<file path="config.mk">
export PLATFORM = sky130hd
export DESIGN_NAME = pc_sequencer
export DESIGN_NICKNAME = d
export VERILOG_FILES = /design/src/rtl/pc_sequencer.sv
export SDC_FILE = /design/constraint.sdc
export NUM_CORES = 1
export LEC_CHECK = 0
export ABC_AREA = 1
export CAP_MARGIN = 15
export CORE_UTILIZATION = 35
export CTS_BUF_LIST = sky130_fd_sc_hd__clkbuf_8 sky130_fd_sc_hd__clkbuf_16
export CTS_CLUSTER_DIAMETER = 50
export DETAILED_ROUTE_END_ITERATION = 8
export PLACE_DENSITY = 0.71
export SYNTH_ARGS = -nofsm -noshare
export SYNTH_HDL_FRONTEND = slang
export SYNTH_SLANG_ARGS = --single-unit
</file>
<file path="constraint.sdc">
create_clock -name i_clock -period 4.5 [get_ports i_clock]
set_input_delay 0.45 -clock i_clock [delete_from_list [all_inputs] [get_ports i_clock]]
set_output_delay 0.45 -clock i_clock [all_outputs]
set_load 0.01 [all_outputs]
</file>
<file path="src/rtl/pc_sequencer.sv">
// Registered next-PC unit: resolves j/jal/jr/bex/bne/blt redirects, buffers one across a stall.
// Optional `PC_RANGE_CHECK_EN` rejects redirect targets at or beyond IMEM_DEPTH.
module pc_sequencer #(
    parameter int unsigned       ADDR_W   = 32,
    parameter int unsigned       N_W      = 17,
    parameter int unsigned       T_W      = 27,
    parameter logic [ADDR_W-1:0] RESET_PC = '0
`ifdef PC_RANGE_CHECK_EN
    ,
    parameter int unsigned       IMEM_DEPTH = 4096
`endif
) (
    input  logic              i_clock,
    input  logic              i_reset,
    input  logic              i_stall,
    input  logic              i_ctrl_j,
    input  logic              i_ctrl_jal,
    input  logic              i_ctrl_jr,
    input  logic              i_ctrl_bne,
    input  logic              i_ctrl_blt,
    input  logic              i_ctrl_bex,
    input  logic [ADDR_W-1:0] i_br_pc,
    input  logic [N_W-1:0]    i_imm_n,
    input  logic [T_W-1:0]    i_target_t,
    input  logic [ADDR_W-1:0] i_reg_a,
    input  logic [ADDR_W-1:0] i_reg_b,
    input  logic [ADDR_W-1:0] i_rstatus,
    output logic [ADDR_W-1:0] o_pc,
    output logic [ADDR_W-1:0] o_pc_plus1,
    output logic              o_flush,
`ifdef PC_RANGE_CHECK_EN
    output logic              o_range_err,
`endif
    output logic              o_redir_pend
);

    typedef enum logic {
        ST_RUN  = 1'b0,
        ST_PEND = 1'b1
    } state_t;

    state_t            r_state;
    logic [ADDR_W-1:0] r_pc;
    logic [ADDR_W-1:0] r_pend_tgt;
    logic              r_flush;

    logic              w_take;
    logic [ADDR_W-1:0] w_tgt;
    logic [ADDR_W-1:0] w_jump_tgt;
    logic [ADDR_W-1:0] w_branch_tgt;
    logic              w_load;
    logic [ADDR_W-1:0] w_load_tgt;
    logic              w_tgt_ok;

    // A cast of target_t zero-extends or truncates to ADDR_W as needed.
    assign w_jump_tgt   = ADDR_W'(i_target_t);
    assign w_branch_tgt = i_br_pc + ADDR_W'(1) + ADDR_W'($signed(i_imm_n));

    // Redirect decode; a selected-but-not-taken branch blocks lower-priority ops.
    always_comb begin
        w_take = 1'b0;
        w_tgt  = '0;
        if (i_ctrl_j || i_ctrl_jal) begin
            w_take = 1'b1;
            w_tgt  = w_jump_tgt;
        end else if (i_ctrl_jr) begin
            w_take = 1'b1;
            w_tgt  = i_reg_b;
        end else if (i_ctrl_bex) begin
            w_take = (i_rstatus != '0);
            w_tgt  = w_jump_tgt;
        end else if (i_ctrl_bne) begin
            w_take = (i_reg_a != i_reg_b);
            w_tgt  = w_branch_tgt;
        end else if (i_ctrl_blt) begin
            w_take = ($signed(i_reg_b) < $signed(i_reg_a));
            w_tgt  = w_branch_tgt;
        end
    end

    assign w_load     = w_take || (r_state == ST_PEND);
    assign w_load_tgt = w_take ? w_tgt : r_pend_tgt;

`ifdef PC_RANGE_CHECK_EN
    localparam logic [ADDR_W:0] IMEM_LIM = (ADDR_W + 1)'(IMEM_DEPTH);
    logic r_range_err;
    assign w_tgt_ok    = ({1'b0, w_load_tgt} < IMEM_LIM);
    assign o_range_err = r_range_err;
`else
    assign w_tgt_ok = 1'b1;
`endif

    // PC / state update; flush and range_err are single-cycle pulses.
    always_ff @(posedge i_clock or negedge i_reset) begin
        if (!i_reset) begin
            r_state    <= ST_RUN;
            r_pc       <= RESET_PC;
            r_pend_tgt <= '0;
            r_flush    <= 1'b0;
`ifdef PC_RANGE_CHECK_EN
            r_range_err <= 1'b0;
`endif
        end else begin
            r_flush <= 1'b0;
`ifdef PC_RANGE_CHECK_EN
            r_range_err <= 1'b0;
`endif
            if (!i_stall) begin
                r_state <= ST_RUN;
                if (!w_load) begin
                    r_pc <= r_pc + ADDR_W'(1);
                end else if (w_tgt_ok) begin
                    r_pc    <= w_load_tgt;
                    r_flush <= 1'b1;
                end else begin
`ifdef PC_RANGE_CHECK_EN
                    r_range_err <= 1'b1;
`endif
                end
            end else if (w_take) begin
                r_pend_tgt <= w_tgt;
                r_state    <= ST_PEND;
            end
        end
    end

    assign o_pc         = r_pc;
    assign o_pc_plus1   = r_pc + ADDR_W'(1);
    assign o_flush      = r_flush;
    assign o_redir_pend = (r_state == ST_PEND);

endmodule

</file>
==> results.sh <==
export IMPL_num_io_pins=247
export IMPL_ant_nets=0
export IMPL_avgSynthCellArea_um2=6.15
export IMPL_slew_viol_final=0
export IMPL_postSynth_asyncResetShare_pct=100
export IMPL_synth_area_leader_cell="dfrtp_1"
export IMPL_hold_buffers=0
export IMPL_hpwl_mm=23.7
export IMPL_maxCapViolCount=0
export IMPL_critical_path_max_stage_delay_ns=0.57
export IMPL_path_clk_slew_ns=0.05
export IMPL_seqCellArea_mm2=0.00165
export IMPL_synth_edf_count=0
export IMPL_multi_input_area_mm2=0.00548
export IMPL_yosys_area_share_simple_pct=41.6
export IMPL_layout_cells_non_filler=1797
export IMPL_critPathSlowestCell="clkdlybuf4s50_1"
export IMPL_worstPathRequired_ns=4.05
export IMPL_ys_seq_area_share_pct=20.9
export IMPL_numCtsBuffers=9
export IMPL_p_leak_nw=5.18
export IMPL_rsz0062_at_grt="no"
export IMPL_cp_max_fo=5
export IMPL_start_kind="register"
export IMPL_clock_latency_ns=0.33
export IMPL_crit_chain="ha_1 > nand3_1 > inv_2 > nand2_2 > nor2_4 > nand2_2 > nor2_4 > nand4_4 > nor2_2 > xor2_2 > clkdlybuf4s50_1"
export IMPL_wire_per_inst_um=16.4
export IMPL_power_density_mw_per_mm2=235
export IMPL_cts_htree_levels=3
export IMPL_dp_cells=1780
export IMPL_layout_common_cells="nand2_1 (386), clkdlybuf4s50_1 (244), nor2_1 (143)"
export IMPL_seqPwrFrac_pct=28.9
export IMPL_min_period_ns=3.25
export IMPL_status="complete, but fails checks"
export IMPL_critPathKind="register to primary output"
export IMPL_synth_top_family_by_area="simple AND/OR/NAND/NOR gates"
export IMPL_initial_utilization_pct=35.9
export IMPL_cts_resized=0
export IMPL_clk_path_buf_depth=2
export IMPL_grt_max_degree=93
export IMPL_worst_pin_slew_ns=0.915
export IMPL_num_fill_cells=2254
export IMPL_p_switching_uw=899
export IMPL_synth_area_mm2=0.00792
export IMPL_yosysWarnings=0
export IMPL_root_buffer="clkbuf_16"
export IMPL_cts_tree="done"
export IMPL_area_growth_pct=37.7
export IMPL_coreArea_mm2=0.0220
export IMPL_avgViaCountPerCell=5.20
export IMPL_ys_seq_elements=66
export IMPL_synth_flop_cell="dfrtp_1"
export IMPL_pwr_share_clk_pct=29.3
export IMPL_swShare_pct=35.1
export IMPL_final_common_cell="nand2_1"
export IMPL_relSlewSlack_pct=39.0
export IMPL_synthMuxAreaShare_pct=0
export IMPL_drt_iter0_drc=722
export IMPL_syn_inst=1288
export IMPL_hold_path_class="input port to async pin"
export IMPL_ir_drop_uv=156
export IMPL_finalPower_mw=2.56
export IMPL_fin_skew_ns=0.00346
export IMPL_reg2reg_slack_ns=2.18
export IMPL_placed_area_mm2=0.0106
export IMPL_post_cts_buffers=0
export IMPL_final_area_mm2=0.0109
export IMPL_nets=1757
export IMPL_die_area_mm2=0.0232
export IMPL_setup_violations=0
export IMPL_vias=9348
export IMPL_synth_xor_area_share_pct=4.30
export IMPL_yosysUniqueCellTypes=43
export IMPL_grtUsageTotal_pct=25.5
export IMPL_max_freq_mhz=307
export IMPL_antenna_found_initial=2
export IMPL_finalHoldViolCount=0
export IMPL_finalCritPeriodShare_pct=72.3
export IMPL_portBuffers=246
export IMPL_tns_ns=0
export IMPL_overflow=0
export IMPL_synth_area_leaders="dfrtp_1 (21%), nand2_1 (18%), ha_1 (10%), nand3_1 (7.4%), nor2_1 (6.8%)"
export IMPL_drc=21
export IMPL_p_int_mw=1.67
export IMPL_synth_compound_area_share_pct=12.8
export IMPL_whs_ns=0.258
export IMPL_arrival_ns=2.80
export IMPL_grt_pass1_wl_mm=47.3
export IMPL_row_count=54
export IMPL_die_width_um=152
export IMPL_routabilityCongestion=0.896
export IMPL_synth_top_area_share_pct=20.9
export IMPL_fp_dieH_um=152
export IMPL_dr_pass1_iters=7
export IMPL_cts_num_sinks=66
export IMPL_drive_gt1_share_pct=4.22
export IMPL_synth_nets=1534
export IMPL_cp_end_kind="primary output"
export IMPL_synth_fa_ha_area_share_pct=10.4
export IMPL_failed_checks="DRC"
export IMPL_pwr_share_comb_pct=41.8
export IMPL_finalWirelength_mm=29.5
export IMPL_first_global_vias=9007
[final cells by class]
| class | instances | area share, % |
|---|---|---|
| diodes | 2 | 0.0459 |
| clock buffers | 14 | 2.70 |
| clock inverters | 1 | 0.275 |
| inverters | 142 | 4.89 |
| multi-input cells | 1032 | 50.3 |
| flip-flops and latches | 66 | 15.1 |
| well taps | 280 | 3.21 |
| repair buffers | 260 | 23.5 |
[critical path: cells and delay by family, from the launching register on]
| kind | cells | cell delay [ns] |
|---|---|---|
| AND/OR/NAND/NOR | 7 | 0.91 |
| buffers and inverters | 2 | 0.67 |
| flip-flops | 1 | 0.46 |
| adder cells (fa/ha/maj) | 1 | 0.23 |
| XOR/XNOR | 1 | 0.19 |
[registers in the layout, summed over array words and instances, names as in the netlist]
| signal | flops |
|---|---|
| o_pc | 32 |
| o_flush | 1 |
| r_pend_tgt | 32 |
| o_redir_pend | 1 |
[cell usage after synthesis, types with 9 or more instances]
master / instances
nand3_1: 117
clkbuf_1: 27
xor2_1: 25
nand2_1: 386
nor3_1: 18
buf_2: 10
nand3b_1: 25
nor2_1: 143
xnor2_1: 12
a31oi_1: 28
a21oi_1: 83
ha_1: 64
nand2_2: 9
dfrtp_1: 66
inv_1: 138
nor4_1: 9
o21ai_0: 37
nand4_1: 25
[worst paths after layout]
kind,from,cells past startpoint,end
worst max-delay path,o_pc[0]$_DFFE_PN0N_,11,o_pc_plus1[26]
worst min-delay path,i_reset,1,o_pc[8]$_DFFE_PN0N_
worst min register to register,r_pend_tgt[26]$_DFFE_PN0P_,2,r_pend_tgt[26]$_DFFE_PN0P_
min in group i_clock,r_pend_tgt[26]$_DFFE_PN0P_,2,r_pend_tgt[26]$_DFFE_PN0P_
max in group asynchronous,i_reset,2,o_pc[23]$_DFFE_PN0N_
worst max register to register,o_pc[0]$_DFFE_PN0N_,16,o_pc[30]$_DFFE_PN0N_
[through the flow]
step | worst slack [ns] | util [%]
floorplan | 2.16 | -
global placement | 1.01 | 48.0
detailed placement | 0.952 | 48.0
CTS | 1.23 | 49.5
global route | 0.996 | 49.5
finish | 1.25 | 49.5
[cell families after synthesis]
group | Yosys count
xor gates and xnor gates | 38
buffers and inverters | 190
and+or+nand+nor | 752
adders and majority gates | 65
DFF | 66
AOI/OAI and AO/OA | 177
[metal layers]
metal / vias to the layer above / share of wire [%] / track usage (%)
met3: 47 / 7.0 / 4.01
met1: 4254 / 42 / 31.2
met4: 0 / 2.8 / 8.36
li1: 4688 / - / -
met2: 359 / 48 / 45.4
met5: - / 0 / 0
[power by group through the flow]
stage / Sequential [mW] / Clock [mW] / Combinational (mW)
after detailed placement: 0.749 / 0 / 1.07
after floorplan: 0.744 / 0 / 0.556
after global routing: 0.750 / 0.783 / 1.18
after global placement: 0.746 / 0 / 1.06
after CTS: 0.740 / 0.758 / 1.08
final: 0.741 / 0.752 / 1.07
No activity file was read; power rests on OpenSTA's default activity.
